`config.mk`:
```
export PLATFORM = sky130hd
export DESIGN_NAME = serial_add_ctrl
export DESIGN_NICKNAME = d
export VERILOG_FILES = /design/src/rtl/serial_add_pkg.sv /design/src/rtl/fa_cell.sv /design/src/rtl/serial_add_ctrl.sv
export SDC_FILE = /design/constraint.sdc
export NUM_CORES = 1
export LEC_CHECK = 0
export BUFFER_PORTS_ARGS = -buffer_cell sky130_fd_sc_hd__buf_2
export CAP_MARGIN = 20
export CORE_MARGIN = 4
export CORE_UTILIZATION = 45
export CTS_BUF_LIST = sky130_fd_sc_hd__clkbuf_8 sky130_fd_sc_hd__clkbuf_16
export CTS_CLUSTER_SIZE = 10
export DETAILED_ROUTE_END_ITERATION = 12
export PLACE_DENSITY = 0.69
export SYNTH_ARGS = -nofsm -noshare
export SYNTH_HDL_FRONTEND = slang
export SYNTH_SLANG_ARGS = --single-unit
```
`constraint.sdc`:
```
create_clock -name clk -period 1.6 [get_ports clk]
set_input_delay 0.32 -clock clk [delete_from_list [all_inputs] [get_ports clk]]
set_output_delay 0.32 -clock clk [all_outputs]
set_load 0.005 [all_outputs]
```
`src/rtl/serial_add_pkg.sv`:
```
// Shared types and defaults for the bit-serial add/subtract sequencer.
package serial_add_pkg;

    typedef enum logic [1:0] {
        IDLE  = 2'd0,
        SHIFT = 2'd1,
        DONE  = 2'd2
    } state_t;

    localparam int unsigned DEFAULT_WIDTH = 8;

endpackage

```
`src/rtl/fa_cell.sv`:
```
// One-bit full adder; the only arithmetic element of the serial sequencer.
module fa_cell (
    input  logic a,
    input  logic b,
    input  logic ci,
    output logic s,
    output logic co
);

    always_comb begin
        s  = a ^ b ^ ci;
        co = (a & b) | (a & ci) | (b & ci);
    end

endmodule

```
`src/rtl/serial_add_ctrl.sv`:
```
// Bit-serial add/subtract: one full-adder cell walks the operands LSB first,
// with the carry held in a flop between cycles.
module serial_add_ctrl
    import serial_add_pkg::*;
#(
    parameter int unsigned WIDTH = DEFAULT_WIDTH
) (
    input  logic             clk,
    input  logic             rst,
    input  logic             start,
    input  logic             sub,
    input  logic [WIDTH-1:0] a,
    input  logic [WIDTH-1:0] b,
    input  logic             cin,
    output logic             busy,
    output logic             done,
    output logic [WIDTH-1:0] sum,
    output logic             cout,
    output logic             ovf
);

    localparam int unsigned CNT_W = $clog2(WIDTH);

    state_t           state;
    state_t           state_next;
    logic [WIDTH-1:0] a_sr;
    logic [WIDTH-1:0] b_sr;
    logic             carry;
    logic [CNT_W-1:0] cnt;
    logic             bit_s;
    logic             bit_c;
    logic             accept;
    logic             last_bit;

    fa_cell u_fa (
        .a  (a_sr[0]),
        .b  (b_sr[0]),
        .ci (carry),
        .s  (bit_s),
        .co (bit_c)
    );

    always_comb begin
        state_next = state;
        accept     = 1'b0;
        last_bit   = (cnt == CNT_W'(WIDTH - 1));
        busy       = 1'b0;
        done       = 1'b0;
        case (state)
            IDLE: begin
                if (start) begin
                    accept     = 1'b1;
                    state_next = SHIFT;
                end
            end
            SHIFT: begin
                busy = 1'b1;
                if (last_bit) begin
                    state_next = DONE;
                end
            end
            DONE: begin
                done = 1'b1;
                // A start seen in DONE begins the next operation with no idle gap.
                if (start) begin
                    accept     = 1'b1;
                    state_next = SHIFT;
                end else begin
                    state_next = IDLE;
                end
            end
            default: state_next = IDLE;
        endcase
    end

    always_ff @(posedge clk) begin
        if (rst) begin
            state <= IDLE;
            a_sr  <= '0;
            b_sr  <= '0;
            carry <= 1'b0;
            cnt   <= '0;
            sum   <= '0;
            cout  <= 1'b0;
            ovf   <= 1'b0;
        end else begin
            state <= state_next;
            if (accept) begin
                // Subtraction is a + ~b + 1: invert B up front and force the carry.
                a_sr  <= a;
                b_sr  <= b ^ {WIDTH{sub}};
                carry <= sub ? 1'b1 : cin;
                cnt   <= '0;
            end else if (state == SHIFT) begin
                sum   <= {bit_s, sum[WIDTH-1:1]};
                a_sr  <= {1'b0, a_sr[WIDTH-1:1]};
                b_sr  <= {1'b0, b_sr[WIDTH-1:1]};
                carry <= bit_c;
                cnt   <= cnt + 1'b1;
                if (last_bit) begin
                    cout <= bit_c;
                    ovf  <= carry ^ bit_c;
                end
            end
        end
    end

endmodule

```
==> results of run 1 <==
## power groups by stage
stage	sequential (mW)	combinational [mW]	clock [mW]
2_1_floorplan	0.886	0.204	0
6_report	0.876	0.255	0.742
3_3_place_gp	0.890	0.239	0
5_1_grt	0.882	0.287	0.802
3_5_place_dp	0.893	0.248	0
4_1_cts	0.875	0.249	0.764
## through the flow
step | setup WS [ns] | total power [mW]
final | 0.0928 | 1.87
after global routing | 0.0140 | 1.97
after global placement | 0.285 | 1.13
after CTS | 0.0766 | 1.89
after detailed placement | 0.252 | 1.14
after floorplan | 0.373 | 1.09
## cells by family (layout without fill, tap and decap cells)
kind of cell / Yosys count / in the layout / synth area share [%]
XOR/XNOR: 10 / 10 / 6.23
multiplexers: 3 / 3 / 2.14
flip-flops: 32 / 32 / 45.6
buffers and inverters: 14 / 45 / 8.81
adder cells (fa/ha/maj): 3 / 3 / 3.20
AO/OA/AOI/OAI: 31 / 31 / 13.7
AND/OR/NAND/NOR: 61 / 61 / 20.4
## flip-flops by register name (all words and copies together), names as in the netlist
name   cells
sum        8
cnt        3
cout       1
ovf        1
carry      1
state      2
a_sr       8
b_sr       8
## synthesized netlist by cell type, drive strengths merged
cell type  count  area share (%)
a21oi         14             5.2
a22oi          3             1.6
a311oi         1             1.1
a31oi          1            0.45
buf           10             7.2
clkbuf         3            0.80
dfxtp         32              46
fa             1             1.4
ha             2             1.8
inv            1            0.80
mux2i          3             2.1
nand2         22             5.9
nand2b         2            0.89
nand3          7             2.8
nand3b         1            0.53
nor2           3            0.80
nor2b          2            0.89
nor3          24             8.5
o21a           1            0.53
o21ai          1            0.36
o22ai         10             4.4
xnor2          1            0.62
xor2           9             5.6
## worst paths after layout
check | to | start | slack (ns)
setup / recovery | busy | state[1] | 0.09
hold / removal | a_sr[0] | a[0] | 0.33
setup reg to reg | ovf | carry | 0.31
hold reg to reg | cout | cout | 0.45
## per-layer routing
layer | track usage [%] | vias up
met5 | 0 | -
met4 | 5.66 | 0
met3 | 7.03 | 7
met2 | 25.7 | 24
met1 | 15.4 | 548
li1 | - | 595
## worst max-delay path, delay by kind of cell (launching register included)
kind	cells	cell delay, ns
buffers and inverters	2	0.40
DFF	1	0.31
and+or+nand+nor	1	0.19
## area by class of cell
class                           instances  area share, %
Inverter                                1           1.79
Clock inverter                          3           2.31
Timing Repair Buffer                   36           12.1
Tap cell                               44           3.28
Clock buffer                            5           4.10
Sequential cell                        32           38.2
Multi-Input combinational cell        108           38.2
==> run metrics, run 1 <==
status=finished clean; area added between synthesis and finish=19.4%; clock root cell=clkbuf_8; critical path, cell by cell=nand2b_1, bufinv_16, buf_2; TNS Setup=0 ns; Setup Skew=0.00667 ns; Worst EP arrival=1.19 ns; RSZ-0062 raised after global routing=no; final-report setup violation count=0; Crit Path Max Fanout=28; flip-flop and latch area=642 sq um; GR Overflow Total=0; Final Net Count=208; maximum clock frequency=664 MHz; area of the multi-input gates=642 sq um; CP max-delay cell=dfxtp_1; Syn Inst Count=154; worst r2r path cells=4; dpl cell area=1550 sq um; Ys Warns=0; clk sinks=32; syn_nets=178; Ant. Diodes=0; HP Class=primary input to flop; Final ANT Viol Nets=0; Reg power frac=46.8%; Clock transition at path regs=0.07 ns; Setup CP Type=flop to output pin; CTS tree=yes; total number of vias=1174; worst path required time=1.28 ns; Layout Utilization=55.5%; vias in the first global route=1102; Clock Path Buffers=2; number of synthesized register bits=32; Synth Cell Area=1410 sq um; DRT Wirelength=2780 um; Peak supply drop=0.650 mV; TritonRoute pass-1 iters=4; kind of start point of the critical path=flop; Switching Share=24.0%; M1 WL=1170 um; Die Ht=63.9 um; I/O Pins=33; GPL Wtd Cong=0.685; CP peak stage delay=0.31 ns; CP Capture Type=output pin; Internal Power=1.42 mW; Comb pwr share=13.6%; max_cap viols=0; Routed WL per cell=12.2 um; I/O Buffers=32; min cycle time layout=1.51 ns; core area=3030 sq um; # DRC=0; Leak=0.703 nW; clk_lat worst skew=0.28 ns; H-tree depth=2; worst rel slew slack=61.1%; die area=4080 sq um; final critical-path share of the clock period=94.2%; design area=1680 sq um; most common cell after layout, fill and taps aside=buf_2; hold path depth=3; wire length on met2=1410 um; number of instances in the placed design=221; first-pass GRT wire length=4660 um; distinct cell type count after synthesis=27; Clock power frac=39.6%; post-DP HPWL=1970 um; hold-fix buffers at CTS=0; Num CTS Buffers=5; Worst-Margin Slew=0.583 ns; largest net degree at the start of global routing=33; Chip Width=63.9 um; initial core utilization=46.4%; Setup Buffers After CTS=0; P per Cell Area=1120 nW/um^2; net switching power=0.450 mW; fillers=288; fraction of layout cells with a size suffix above 1=25.9%; sequential area share after synthesis=45.6%; Fin. Hold Viols=0; Vias/cell=5.13; total track usage=14.8%; Core Rows=20; Starting DRT DRC Count=38; Highest Signal Layer=met4; Pins Over Slew Limit=0; commonest cells after routing, fill and taps aside=32 x buf_2, 31 x dfxtp_1, 24 x nor3_1; worst hold slack=0.332 ns; Mean Syn Cell Area=9.13 sq um; post_cts resized=0; initial antenna violation count=0; metal3 WL=157 um; final std cells w/o fill=229
(Power assumes the default switching activity.)
==> run 2, diff against run 1 <==
--- a/constraint.sdc
+++ b/constraint.sdc
@@ -3,2 +3,2 @@
 set_output_delay 0.32 -clock clk [all_outputs]
-set_load 0.005 [all_outputs]
+set_load 0.1 [all_outputs]
==> run 2 against run 1 <==
  * Largest cell class is now multi-input gates
  * Cell count rose by 0.44%
  * Clock skew decreased by 0.0034 ns
  * Largest power group unchanged
  * Via count barely moved
  * Highest routed layer unchanged
==> run metrics, run 2 (synthesis results as in run 1) <==
Reg power frac=48.4%; Chip Width=63.9 um; post-DP HPWL=1950 um; Internal Power=1.31 mW; dpl cell area=1560 sq um; total track usage=15.1%; Die Ht=63.9 um; status=finished clean; Pins Over Slew Limit=0; RSZ-0062 raised after global routing=no; I/O Buffers=32; hold path startpoint=b[7]; fraction of layout cells with a size suffix above 1=28.0%; maximum clock frequency=657 MHz; Crit Path Max Fanout=14; GR Overflow Total=0; initial core utilization=46.4%; R2R Path Start=carry; commonest cells after routing, fill and taps aside=31 x dfxtp_1, 31 x buf_2, 24 x nor3_1; total number of vias=1173; fillers=298; area added between synthesis and finish=19.8%; kind of start point of the critical path=flop; die area=4080 sq um; I/O Pins=33; Switching Share=27.4%; max_cap viols=0; worst rel slew slack=62.2%; Fin. Hold Viols=0; clk_lat worst skew=0.28 ns; CP Capture Type=output pin; first-pass GRT wire length=4760 um; GPL Wtd Cong=0.701; Peak supply drop=0.641 mV; HP Class=primary input to flop; biggest regs=a_sr: 8 flops, b_sr: 8 flops, sum: 8 flops; Worst EP arrival=1.20 ns; min cycle time layout=1.52 ns; Vias/cell=5.10; Leak=0.701 nW; worst r2r path cells=4; Routed WL per cell=12.7 um; Ant. Diodes=0; Setup Skew=0.00327 ns; RR Endpoint=ovf; worst path required time=1.28 ns; H-tree depth=2; net switching power=0.495 mW; r2r setup slk=0.31 ns; Starting DRT DRC Count=59; Worst-Margin Slew=0.567 ns; Final Net Count=209; hold path depth=4; CTS tree=yes; hold-fix buffers at CTS=0; TritonRoute pass-1 iters=4; final-report setup violation count=0; Num CTS Buffers=5; Hold Path End=b_sr[7]; final critical-path share of the clock period=95.1%; design area=1690 sq um; # DRC=0; clk sinks=32; core area=3030 sq um; Comb pwr share=16.8%; Core Rows=20; initial antenna violation count=0; vias in the first global route=1092; TNS Setup=0 ns; DRT Wirelength=2920 um; Final ANT Viol Nets=0; Setup CP Type=flop to output pin; largest net degree at the start of global routing=33; clock root cell=clkbuf_8; Clock Path Buffers=2; Clock power frac=34.7%; P per Cell Area=1070 nW/um^2; Clock transition at path regs=0.06 ns
==> run 2: final cells by class <==
| type | count | area (sq um) | area share (%) |
|---|---|---|---|
| timing repair buffer | 36 | 205 | 12.2 |
| clock buffer | 6 | 82.6 | 4.90 |
| inverter | 1 | 30.0 | 1.78 |
| clock inverter | 2 | 10.0 | 0.594 |
| sequential | 32 | 642 | 38.1 |
| timing repair inverter | 1 | 8.76 | 0.520 |
| multi-input combinational | 108 | 652 | 38.7 |
| tap | 44 | 55.1 | 3.27 |
==> run 2: worst max-delay path: stages, from the launching register on <==
cell and delay [ns]:
dfxtp_1 0.32, nand2b_4 0.18, bufinv_16 0.24, buf_12 0.18
==> run 2: worst max path at each step <==
| stage | startpoint | to | slack (ns) | cells after the start |
|---|---|---|---|---|
| 6_report | state[1] | busy | 0.08 | 3 |
| 5_1_grt | state[1] | done | 0.02 | 2 |
| 4_1_cts | state[1] | busy | 0.007 | 3 |
| 3_5_place_dp | state[0] | busy | 0.31 | 3 |
| 3_3_place_gp | carry | ovf | 0.34 | 4 |
| 2_1_floorplan | state[0] | done | 0.14 | 1 |
==> run 2: metal layers <==
layer | up-vias | global-route usage [%] | routed length, um
li1 | 599 | - | -
met1 | 535 | 16.1 | 1260
met2 | 35 | 26.5 | 1450
met3 | 4 | 5.45 | 183
met4 | 0 | 6.47 | 34
met5 | - | 0 | 0
==> run 2: power by group through the flow <==
stage	clock network, mW	registers (mW)	logic (mW)
5_1_grt	0.698	0.883	0.331
3_3_place_gp	0	0.889	0.279
3_5_place_dp	0	0.893	0.288
6_report	0.629	0.876	0.305
4_1_cts	0.646	0.876	0.300
2_1_floorplan	0	0.909	0.219
==> run 2: per-stage QoR <==
stage | worst slack (ns) | std cells | power, mW | hold WS, ns | utilization (%)
finish | 0.0783 | 230 | 1.81 | 0.333 | 55.7
global route | 0.0170 | 230 | 1.91 | 0.333 | 55.7
CTS | 0.00699 | 229 | 1.82 | 0.330 | 55.1
detailed placement | 0.307 | 221 | 1.18 | 0.451 | 51.4
global placement | 0.335 | 221 | 1.17 | 0.440 | 51.4
floorplan | 0.143 | 154 | 1.13 | 0.388 | -
==> run 2: repair_timing <==
action                                  4_1_cts  5_1_grt
buffers inserted                              0        0
cloned                                        0        1
resized for setup                             2        2
endpoints found under the setup margin        1        1
